[src/rtl/freq_pkg.sv]
// ============================================================================
// freq_pkg : shared constants and FSM state type for the gated frequency counter
// Revision : 1.0
// ============================================================================
`default_nettype none

package freq_pkg;

    localparam int CNT_W_DEF      = 32;
    localparam int GATE_1S_100MHZ = 100_000_000;

    typedef enum logic [0:0] {
        IDLE  = 1'b0,
        COUNT = 1'b1
    } gate_state_t;

endpackage

`default_nettype wire

[src/rtl/sync_edge_det.sv]
// ============================================================================
// sync_edge_det : 2-FF synchroniser followed by a rising-edge detector
// Revision      : 1.0
// ============================================================================
`default_nettype none

module sync_edge_det (
    input  logic clk,
    input  logic rst,
    input  logic d,
    output logic rise
);

    logic r_sync1;
    logic r_sync2;
    logic r_prev;

    // prev resets low so an input already high at reset release yields one edge
    always_ff @(posedge clk or posedge rst) begin
        if (rst) begin
            r_sync1 <= 1'b0;
            r_sync2 <= 1'b0;
            r_prev  <= 1'b0;
        end else begin
            r_sync1 <= d;
            r_sync2 <= r_sync1;
            r_prev  <= r_sync2;
        end
    end

    assign rise = r_sync2 & ~r_prev;

endmodule

`default_nettype wire

[src/rtl/freq_gate_counter.sv]
// ============================================================================
// freq_gate_counter : counts sig_in rising edges over back-to-back windows of
//                     GATE_CYCLES clocks. Build option FREQ_SAT_EN saturates
//                     the edge count instead of wrapping.
// Revision          : 1.0
// ============================================================================
`default_nettype none

module freq_gate_counter
    import freq_pkg::*;
#(
    parameter int GATE_CYCLES = GATE_1S_100MHZ,
    parameter int CNT_W       = CNT_W_DEF
) (
    input  logic             clk,
    input  logic             rst,
    input  logic             en,
    input  logic             sig_in,
    output logic [CNT_W-1:0] freq,
    output logic             freq_valid,
    output logic             ovf
);

    localparam int              GATE_W      = (GATE_CYCLES > 1) ? $clog2(GATE_CYCLES) : 1;
    localparam logic [GATE_W-1:0] c_gate_last = GATE_W'(GATE_CYCLES - 1);

    gate_state_t         r_state;
    gate_state_t         w_next_state;
    logic [GATE_W-1:0]   r_gate_cnt;
    logic [CNT_W-1:0]    r_edge_cnt;
    logic                r_win_ovf;
    logic                w_rise;
    logic [CNT_W:0]      w_sum;
    logic                w_carry;
    logic [CNT_W-1:0]    w_cnt_next;
    logic                w_terminal;

    sync_edge_det u_sync_edge_det (
        .clk  (clk),
        .rst  (rst),
        .d    (sig_in),
        .rise (w_rise)
    );

    assign w_sum      = {1'b0, r_edge_cnt} + {{CNT_W{1'b0}}, w_rise};
    assign w_carry    = w_sum[CNT_W];
    assign w_terminal = (r_state == COUNT) && (r_gate_cnt == c_gate_last);

`ifdef FREQ_SAT_EN
    assign w_cnt_next = w_carry ? {CNT_W{1'b1}} : w_sum[CNT_W-1:0];
`else
    assign w_cnt_next = w_sum[CNT_W-1:0];
`endif

    always_ff @(posedge clk or posedge rst) begin
        if (rst) begin
            r_state <= IDLE;
        end else begin
            r_state <= w_next_state;
        end
    end

    // Dropping en on the terminal cycle still lets the datapath publish
    always_comb begin
        w_next_state = r_state;
        case (r_state)
            IDLE:    if (en)  w_next_state = COUNT;
            COUNT:   if (!en) w_next_state = IDLE;
            default: w_next_state = IDLE;
        endcase
    end

    always_ff @(posedge clk or posedge rst) begin
        if (rst) begin
            r_gate_cnt <= '0;
            r_edge_cnt <= '0;
            r_win_ovf  <= 1'b0;
            freq       <= '0;
            freq_valid <= 1'b0;
            ovf        <= 1'b0;
        end else begin
            freq_valid <= 1'b0;
            if (w_terminal) begin
                // terminal-cycle edge belongs to the closing window
                freq       <= w_cnt_next;
                ovf        <= r_win_ovf | w_carry;
                freq_valid <= 1'b1;
                r_gate_cnt <= '0;
                r_edge_cnt <= '0;
                r_win_ovf  <= 1'b0;
            end else if ((r_state == COUNT) && en) begin
                r_gate_cnt <= r_gate_cnt + GATE_W'(1);
                r_edge_cnt <= w_cnt_next;
                r_win_ovf  <= r_win_ovf | w_carry;
            end else begin
                r_gate_cnt <= '0;
                r_edge_cnt <= '0;
                r_win_ovf  <= 1'b0;
            end
        end
    end

endmodule

`default_nettype wire

[config.mk]
export PLATFORM = sky130hd
export DESIGN_NAME = freq_gate_counter
export DESIGN_NICKNAME = d
export VERILOG_FILES = /design/src/rtl/freq_pkg.sv /design/src/rtl/sync_edge_det.sv /design/src/rtl/freq_gate_counter.sv
export SDC_FILE = /design/constraint.sdc
export NUM_CORES = 1
export LEC_CHECK = 0
export BUFFER_PORTS_ARGS = -buffer_cell sky130_fd_sc_hd__buf_2
export CAP_MARGIN = 5
export CELL_PAD_IN_SITES_DETAIL_PLACEMENT = 1
export CELL_PAD_IN_SITES_GLOBAL_PLACEMENT = 2
export CORE_ASPECT_RATIO = 0.8
export CORE_MARGIN = 4
export CORE_UTILIZATION = 38
export DETAILED_ROUTE_END_ITERATION = 7
export PLACE_DENSITY = 0.88
export SYNTH_ARGS = -nofsm -noshare
export SYNTH_HDL_FRONTEND = slang
export SYNTH_SLANG_ARGS = --single-unit
[constraint.sdc]
create_clock -name clk -period 4.2 [get_ports clk]
set_input_delay 0.84 -clock clk [delete_from_list [all_inputs] [get_ports clk]]
set_output_delay 0.84 -clock clk [all_outputs]
set_load 0.05 [all_outputs]
==> qor_table.md <==
| Parameter | Reported |
| --- | --- |
| Total placed instance area | 4590 sq um |
| Number of inserted filler cells in the final layout | 1268 |
| Number of global-route vias before repair | 3325 |
| Num CTS Buffers | 9 |
| Max frequency | 353 MHz |
| # Post-CTS Setup Buffers | 0 |
| Height of the chip | 103 um |
| Overall routing resource usage | 0.162 |
| Sum of internal, switching and leakage power | 1820 uW |
| Post-synthesis sequential element count | 98 |
| Hold-fix buffers, CTS | 0 |
| HPWL reported at the end of detailed placement | 6.59 mm |
| R2R depth | 8 |
| Wire length after detailed routing | 9.64 mm |
| Setup Skew | 4.41 ps |
| Number of top-level pins | 38 |
| Final worst-path cycle share | 0.674 |
| Slew Limit Fails | 0 |
| Required @ worst endpoint | 4430 ps |
| Category of cells accounting for the largest share of critical-path delay | simple AND/OR/NAND/NOR gates |
| Relative slew margins | 0.264 |
| Setup repair after global routing missed its margin | false |
| Most numerous cell on the critical path | sky130_fd_sc_hd__ha_1 |
| Worst setup EP type | register |
| Worst-skew pair later-pin latency | 340 ps |
| Total negative slack for setup checks | 0 ps |
| DRT antenna net count | 0 |
| Number of antenna violations at the first check in global routing | 0 |
| Combined area of the multi-input logic cells | 1720 sq um |
| Leak | 0.00218 uW |
| Via density | 5.12 |
| Floorplan die width | 127 um |
| Total number of clock tree sinks | 98 |
| Floorplan die area | 13200 sq um |
| Max-cap viol count | 0 |
| CTS clock-pin slew for the worst setup and hold paths | 60 ps |
| Pin count of the biggest net entering global routing | 69 |
| Number of buffers between clock root and the deepest sink | 2 |
| Number of DRC violations after detailed-routing iteration 0 | 122 |
| Cell Area, Synth | 4330 sq um |
| Syn Nets | 428 |
| Class of the tightest hold or removal check | register to register |
| Share of synthesized area occupied by flip-flops and latches | 0.566 |
| Final critical-path required period | 2830 ps |
| Transition time at the pin with the least slew margin | 1100 ps |
| Share of final-layout standard cells stronger than drive strength 1 | 0.137 |
| Status | completed |
| Yosys cell types | 35 |
| 1st-pass router iterations | 4 |
| Final Hold Viols | 0 |
| Peak fanout along the critical path | 11 |
| Critical path launch point type | register |
| Core outline area | 11000 sq um |
| Final Net Count | 463 |
| Worst path depth | 8 |
| Setup Viol. Count Final | 0 |
| Average cell area after synthesis | 10.3 sq um |
| Grt total ovfl | 0 |
| Port Buffers | 37 |
| Clock tree from TritonCTS | done |
| Routed length per placed instance | 15.9 um |
| Area added between synthesis and finish | 13.0% |
| Number of cells on the worst hold path | 0 |
| Row count | 34 |
| Synth warnings | 0 |
| Worst path buffer plus inverter count | 1 |
| Sequential standard cell area | 2450 sq um |
| Final Hold Slack | 362 ps |
| Number of diodes | 0 |
| Clock Root Buffer | sky130_fd_sc_hd__clkbuf_16 |
| Residual DRC | 0 |
| Maximum VDD drop | 209 uV |
| Cells after Synth | 421 |
| Slowest cell on the critical path | sky130_fd_sc_hd__nor4_2 |
| CTS-repair resized insts | 0 |
| Initial Utilization | 0.393 |
| Largest incremental delay on the critical path | 950 ps |
| P per Cell Area | 372 nW/um^2 |
| Wire length of the first global-routing pass | 16.8 mm |
| Arrival @ worst endpoint | 3060 ps |
| Kind of critical path | register to register |
| # H-tree levels | 3 |
| Overall via count from detail_route | 3096 |
| Cells along the critical path | nor2b_1 -> ha_1 -> ha_1 -> inv_1 -> nor4_2 -> nand4_1 -> xnor2_1 -> mux2_2 |
| Final estimated routing congestion in global placement | 0.768 |
| Cell area after layout | 4890 sq um |
-- power by group --
group	internal, uW	leakage [uW]	switching, uW	total (uW)
Clock	494	0.000147	340	834
Sequential	947	0.00136	2.25	949
Combinational	5.05	0.000673	31.3	36.3
-- per-stage QoR --
stage,setup slack (ps),instances,util
global placement,1450,589,0.417
floorplan,798,421,-
global route,1050,605,0.444
detailed placement,1400,589,0.417
finish,1370,605,0.444
CTS,1360,605,0.444
-- sequential cells by signal (all words and copies together) (netlist names) --
register	count
r_state	1
ovf	1
u_sync_edge_det.r_sync2	1
freq_valid	1
r_gate_cnt	27
u_sync_edge_det.r_prev	1
r_edge_cnt	32
freq	32
u_sync_edge_det.r_sync1	1
r_win_ovf	1
-- cell type report --
class,instances,area share
Sequential cell,98,0.501
Clock buffer,14,0.0540
Inverter,9,0.00741
Tap cell,144,0.0368
Multi-Input combinational cell,298,0.351
Clock inverter,2,0.00716
Timing Repair Buffer,40,0.0424
-- placed cells by master (no fill, tap or decap), drive strengths merged, types with 4 or more instances in the layout --
cell	count
dfrtp	98
nor2	66
nand2	52
xor2	42
buf	40
o21ai	32
nand3	31
nand4	20
clkbuf	14
xnor2	11
and4	9
inv	9
and3	6
nor4	5
nor3	4
and2	4
-- synthesized netlist by cell type, drive strengths merged --
| cell type | instances | area [sq um] |
|---|---|---|
| ha | 3 | 37.5 |
| a21oi | 1 | 5.00 |
| clkbuf | 3 | 11.3 |
| nor2b | 2 | 12.5 |
| nand4 | 20 | 125 |
| o211ai | 1 | 7.51 |
| or3 | 1 | 6.26 |
| inv | 9 | 33.8 |
| nor4b | 1 | 15.0 |
| a41oi | 1 | 8.76 |
| xor2 | 42 | 368 |
| mux2 | 1 | 11.3 |
| nor2 | 66 | 248 |
| nand3b | 1 | 7.51 |
| nor4 | 5 | 58.8 |
| nor3 | 4 | 20.0 |
| nand2 | 52 | 195 |
| a31oi | 1 | 6.26 |
| nand2b | 1 | 6.26 |
| nand3 | 31 | 160 |
| xnor2 | 11 | 96.3 |
| buf | 13 | 115 |
| and4 | 9 | 78.8 |
| or4 | 2 | 18.8 |
| and2 | 4 | 25.0 |
| o21ai | 32 | 160 |
| dfrtp | 98 | 2450 |
| and3 | 6 | 38.8 |
-- worst register-to-register path: stages, from the launching register on --
cell	delay, ps
sky130_fd_sc_hd__dfrtp_1	340
sky130_fd_sc_hd__nor2b_1	130
sky130_fd_sc_hd__ha_1	190
sky130_fd_sc_hd__ha_1	310
sky130_fd_sc_hd__inv_1	100
sky130_fd_sc_hd__nor4_2	950
sky130_fd_sc_hd__nand4_1	220
sky130_fd_sc_hd__xnor2_1	200
sky130_fd_sc_hd__mux2_2	280
-- per-layer routing --
metal  vias to the layer above  GRT usage  part of all wire
met5                         -          0                 0
met4                         0     0.0420             0.010
met3                         8     0.0488             0.049
met2                        56      0.262              0.46
met1                      1550      0.217              0.48
li1                       1482          -                 -
-- final timing paths --
path	slack, ps	to	start
max	1370	freq[28]$_DFFE_PP0P_	u_sync_edge_det.r_sync2$_DFF_PP0_
min	360	u_sync_edge_det.r_sync2$_DFF_PP0_	u_sync_edge_det.r_sync1$_DFF_PP0_
max reg2reg	1370	freq[28]$_DFFE_PP0P_	u_sync_edge_det.r_sync2$_DFF_PP0_
min reg2reg	360	u_sync_edge_det.r_sync2$_DFF_PP0_	u_sync_edge_det.r_sync1$_DFF_PP0_
max in group asynchronous	2760	r_gate_cnt[16]$_DFF_PP0_	rst
min in group asynchronous	680	freq[1]$_DFFE_PP0P_	rst
-- cell families (layout without fill, tap and decap cells) --
group | Yosys count | in the layout | share of synthesized area
simple gates | 205 | 205 | 0.235
flops | 98 | 98 | 0.566
mux | 1 | 1 | 0.00260
xor+xnor | 53 | 53 | 0.107
buf+inv | 25 | 65 | 0.0370
compound gates | 36 | 36 | 0.0434
fa+ha+maj | 3 | 3 | 0.00867
(Power assumes the default switching activity.)
